===== src/rtl/dm_pkg.sv =====
// Shared types and helpers for the data-memory arbiter.
package dm_pkg;

    typedef enum logic {
        IDLE = 1'b0,
        BUSY = 1'b1
    } state_t;

    localparam int DM_ADDR_LO = 2;
    localparam int DM_ADDR_HI = 13;

    // Take each byte lane from new_word where its enable is set, otherwise keep old_word.
    function automatic logic [31:0] merge_be(input logic [31:0] old_word,
                                             input logic [31:0] new_word,
                                             input logic [3:0]  be);
        logic [31:0] m;
        m = old_word;
        for (int unsigned k = 0; k < 4; k++) begin
            if (be[k]) m[8*k +: 8] = new_word[8*k +: 8];
        end
        return m;
    endfunction

endpackage


===== src/rtl/dm_rr_pick.sv =====
// Two-way round-robin picker: on a tie the requester other than last wins.
module dm_rr_pick (
    input  logic req0,
    input  logic req1,
    input  logic last,
    output logic valid,
    output logic winner
);

    always_comb begin
        valid  = req0 | req1;
        winner = (req0 & req1) ? ~last : req1;
    end

endmodule


===== src/rtl/dm_arbiter.sv =====
// Two-requester data-memory access controller with round-robin arbitration
// and single-cycle byte-enabled read-merge-write stores.
module dm_arbiter
    import dm_pkg::*;
#(
    parameter int ADDR_LO = DM_ADDR_LO,
    parameter int ADDR_HI = DM_ADDR_HI
) (
    input  logic        clk,
    input  logic        reset,
    input  logic        req0,
    input  logic        req1,
    input  logic        we0,
    input  logic        we1,
    input  logic [31:0] addr0,
    input  logic [31:0] addr1,
    input  logic [31:0] wdata0,
    input  logic [31:0] wdata1,
    input  logic [3:0]  be0,
    input  logic [3:0]  be1,
    output logic        gnt0,
    output logic        gnt1,
    output logic        rvalid0,
    output logic        rvalid1,
    output logic [31:0] rdata0,
    output logic [31:0] rdata1,
    output logic        mem_we,
    output logic [31:0] mem_addr,
    output logic [31:0] mem_wdata,
    input  logic [31:0] mem_rdata
);

    // The memory decodes only [ADDR_HI:ADDR_LO]; present the canonical word address.
    localparam logic [31:0] WORD_MASK =
        32'(((64'd1 << (ADDR_HI + 1)) - 64'd1) & ~((64'd1 << ADDR_LO) - 64'd1));

    state_t      state, state_nx;
    logic        last;
    logic        pick_valid, pick_winner;
    logic        win_q, we_q;
    logic [31:0] addr_q, wdata_q;
    logic [3:0]  be_q;
    logic [1:0]  rvalid_q;
    logic [31:0] rdata0_q, rdata1_q;

    dm_rr_pick u_pick (
        .req0   (req0),
        .req1   (req1),
        .last   (last),
        .valid  (pick_valid),
        .winner (pick_winner)
    );

    always_ff @(posedge clk) begin
        if (reset) begin
            state    <= IDLE;
            last     <= 1'b1;
            win_q    <= 1'b0;
            we_q     <= 1'b0;
            addr_q   <= '0;
            wdata_q  <= '0;
            be_q     <= '0;
            rvalid_q <= '0;
            rdata0_q <= '0;
            rdata1_q <= '0;
        end else begin
            state    <= state_nx;
            rvalid_q <= '0;
            if (state == IDLE && pick_valid) begin
                last    <= pick_winner;
                win_q   <= pick_winner;
                we_q    <= pick_winner ? we1    : we0;
                addr_q  <= pick_winner ? addr1  : addr0;
                wdata_q <= pick_winner ? wdata1 : wdata0;
                be_q    <= pick_winner ? be1    : be0;
            end
            if (state == BUSY && !we_q) begin
                rvalid_q[win_q] <= 1'b1;
                if (win_q) rdata1_q <= mem_rdata;
                else       rdata0_q <= mem_rdata;
            end
        end
    end

    always_comb begin
        state_nx  = state;
        gnt0      = 1'b0;
        gnt1      = 1'b0;
        rvalid0   = 1'b0;
        rvalid1   = 1'b0;
        rdata0    = '0;
        rdata1    = '0;
        mem_we    = 1'b0;
        mem_addr  = '0;
        mem_wdata = '0;

        case (state)
            IDLE:    if (pick_valid) state_nx = BUSY;
            BUSY:    state_nx = IDLE;
            default: state_nx = IDLE;
        endcase

        // Reset masks every output so an in-flight store is never committed.
        if (!reset) begin
            rvalid0 = rvalid_q[0];
            rvalid1 = rvalid_q[1];
            rdata0  = rdata0_q;
            rdata1  = rdata1_q;
            if (state == BUSY) begin
                gnt0     = ~win_q;
                gnt1     = win_q;
                mem_addr = addr_q & WORD_MASK;
                if (we_q) begin
                    mem_we    = |be_q;
                    mem_wdata = merge_be(mem_rdata, wdata_q, be_q);
                end
            end
        end
    end

endmodule


===== config.mk =====
export PLATFORM = sky130hd
export DESIGN_NAME = dm_arbiter
export DESIGN_NICKNAME = d
export VERILOG_FILES = /design/src/rtl/dm_pkg.sv /design/src/rtl/dm_rr_pick.sv /design/src/rtl/dm_arbiter.sv
export SDC_FILE = /design/constraint.sdc
export NUM_CORES = 1
export LEC_CHECK = 0
export CORE_AREA = 2 2 118 120
export CTS_BUF_LIST = sky130_fd_sc_hd__clkbuf_4 sky130_fd_sc_hd__clkbuf_8
export DETAILED_ROUTE_END_ITERATION = 10
export DIE_AREA = 0 0 120 122
export DONT_BUFFER_PORTS = 1
export PLACE_DENSITY = 0.64
export SETUP_SLACK_MARGIN = 0.3
export SYNTH_ARGS = -nofsm -noshare
export SYNTH_HDL_FRONTEND = slang
export SYNTH_SLANG_ARGS = --single-unit

===== constraint.sdc =====
create_clock -name clk -period 1.5 [get_ports clk]
set_input_delay 0.375 -clock clk [delete_from_list [all_inputs] [get_ports clk]]
set_output_delay 0.375 -clock clk [all_outputs]
set_load 0.1 [all_outputs]

==> reports/results.ini <==
[worst_setup_path]
critPathKind=reg -> out
cp-endpoint=mem_wdata[21]
crit_chain=nor2b_4, nand2_4, buf_12, nor2_4, buf_12
critPathLaunchType=flip-flop
cpMostUsedCell=buf_12
slowest_delay_ns=0.34
critPathRequiredTime_ns=1.12
worst-path-max-fanout=18
reg2reg_to=wdata_q[4]
reg2reg_setup_slack_ns=0.03
critPathCaptureType=primary output
critPathSlowestCell=dfxtp_4
critPathLaunch=state
worstRegToRegCells=6
worstReg2RegStart=state
cp.arrival_ns=1.54

[detailed_routing]
vias=5364
drt_iter0_markers=384
ant_nets=0
wl_per_cell_um=22.84
dr.pass1.iters=6
vias_per_cell=5.658
drc=0
wl_mm=21.66

[synthesis]
yosysTopAreaCellShare_pct=43.76
synth_area_leader_cell=dfxtp_1
syn_area_um2=5398
synth_area_leaders=dfxtp_1 44%, o22a_1 10%, nor2b_1 7.8%
synth.distinct_cells=26
synth-main-ff-cell=dfxtp_1
async_reset_ff_share_pct=0
synth_top_cells_by_count=118 x dfxtp_1, 87 x nor2_1, 67 x nor2b_1, 64 x o22a_1, 51 x nand2_1
synth_most_common_cell=dfxtp_1
synth_cells=617
yosysWarningCount=0
ys_ff_latch=118
synth_edf_count=0
yosysSeqAreaShare_pct=43.76
post_synth.cell_area_avg_um2=8.748

[clock_network]
h-tree-depth=4
cts_tree=done
clock-sinks=118
clk_pin_slew_ns=0.07
cts_buffers=17
clockBufferDepth=2
clock_latency_ns=0.44
root_buffer=clkbuf_8

[finish]
final_core_util_pct=73.83
area_growth_pct=84.70
nets=929
stdcell_area_um2=9970
fillers=866
fin_cells=948
num_antenna_cells=0
drive_gt1_share_pct=54.56

[pwr]
ir_drop_v=0.0005676
p_leak_nw=3.784
p_total_mw=9.259
pwr_density_cell_nw_per_um2=928.7

[sta]
hold_slack_ns=0.07508
final-hold-violation-count=0
fmaxAchievable_mhz=521.1
period_minus_slack_ns=1.919
worstMarginPinSlew_ns=0.7162
finalSetupViolations=51
skew_ns=0.01200
slew_viol_final=0
finalCritPeriodShare_pct=127.9
final.setup.worst_slack_ns=-0.4192
setup-tns-final_ns=-18.31
rsz0062_at_grt=true
slew_headroom_pct=52.25

[floorplanning]
io_pins=307
die_h_um=122
die-area_um2=14640
core_area_um2=13500
num_rows=43
initial_utilization_pct=39.97
die_w_um=120

[grt]
gr-usage-all-layers_pct=27.06
grt_max_degree=97
antenna_found_initial=0
grt_pass1_wl_mm=30.24
overflow=0
grt_pass1_vias=5491

[outcome]
violations=setup timing
outcome=finished, violations left

[placed_design]
place_congestion=0.7706
placed_area_um2=8718
dp.cells=884
dp_slack_ns=0.002498
port_buffers=0
hpwl_mm=13.31

[hold_path]
min_path_type=in -> reg

[run]
maxCapViolCount=0

## metal layers
layer	GRT usage (%)	part of all wire, %
met4	12.06	2.5
met1	28.71	37
met2	47.83	52
met3	10.21	8.9
met5	0	0
## cell usage in the layout (no fill, tap or decap), types with 6 or more instances in the layout
master    netlist  routed
buf_4          28      22
clkbuf_8        0      20
buf_12          0     130
dfxtp_2         0      48
conb_1          1      20
and2_2          0      11
dfxtp_1       118      68
buf_6           1      11
o22a_1         64      64
nor2b_4         0      67
mux2i_4         0      12
mux2i_1        32      15
nand2_1        51      49
a211oi_2        0      21
a21oi_1        49      48
clkinv_2        0       6
nor2_1         87      52
nor2_4          0      34
a211oi_1       49      28
## registers in the layout, summed over array words and instances, names as in the netlist
register / count
wdata_q: 32
win_q: 1
rdata1_q: 32
rvalid_q: 2
addr_q: 12
we_q: 1
last: 1
rdata0_q: 32
be_q: 4
state: 1
## power breakdown
part | total [mW] | internal, mW | switching (mW)
combinational | 2.93 | 1.18 | 1.75
sequential | 3.57 | 3.41 | 0.158
clock | 2.76 | 1.48 | 1.28
## layout make-up
class	instances	area (um^2)	share of cell area [%]
Tap cell	180	225.2	2.259
Multi-Input combinational cell	444	3827	38.39
Sequential cell	118	2430	24.37
Timing Repair Buffer	174	3114	31.24
Clock inverter	9	75.07	0.7530
Clock buffer	23	297.8	2.987
## what timing repair did
item,4_1_cts,5_1_grt
buffers inserted,14,5
hold buffers,2,1
gates resized for setup,63,73
pin swaps,26,15
hold endpoints to repair,25,6
cloned,6,4
endpoints found under the setup margin,227,229
## critical path: cells and delay by family, from the launching register on
kind | cells | cell delay, ns
buffers and inverters | 2 | 0.37
AND/OR/NAND/NOR | 3 | 0.38
flip-flops | 1 | 0.34
## worst min-delay path by stage
stage	start	slack [ns]	cells after the start	end
after detailed placement	reset	0.46	1	state
final	be0[1]	0.08	2	be_q[1]
after floorplan	addr_q[12]	0.47	2	addr_q[12]
after CTS	reset	0.005	1	addr_q[13]
after global routing	reset	0.01	1	addr_q[4]
after global placement	reset	0.47	1	wdata_q[30]
## logic make-up after synthesis
family          Yosys count  share of synthesized area (%)
other cells               1                        0.06947
flops                   118                          43.76
mux                      32                          5.934
buf+inv                  74                          7.534
simple gates            224                          19.89
compound gates          168                          22.81
No activity file was read; power rests on OpenSTA's default activity.
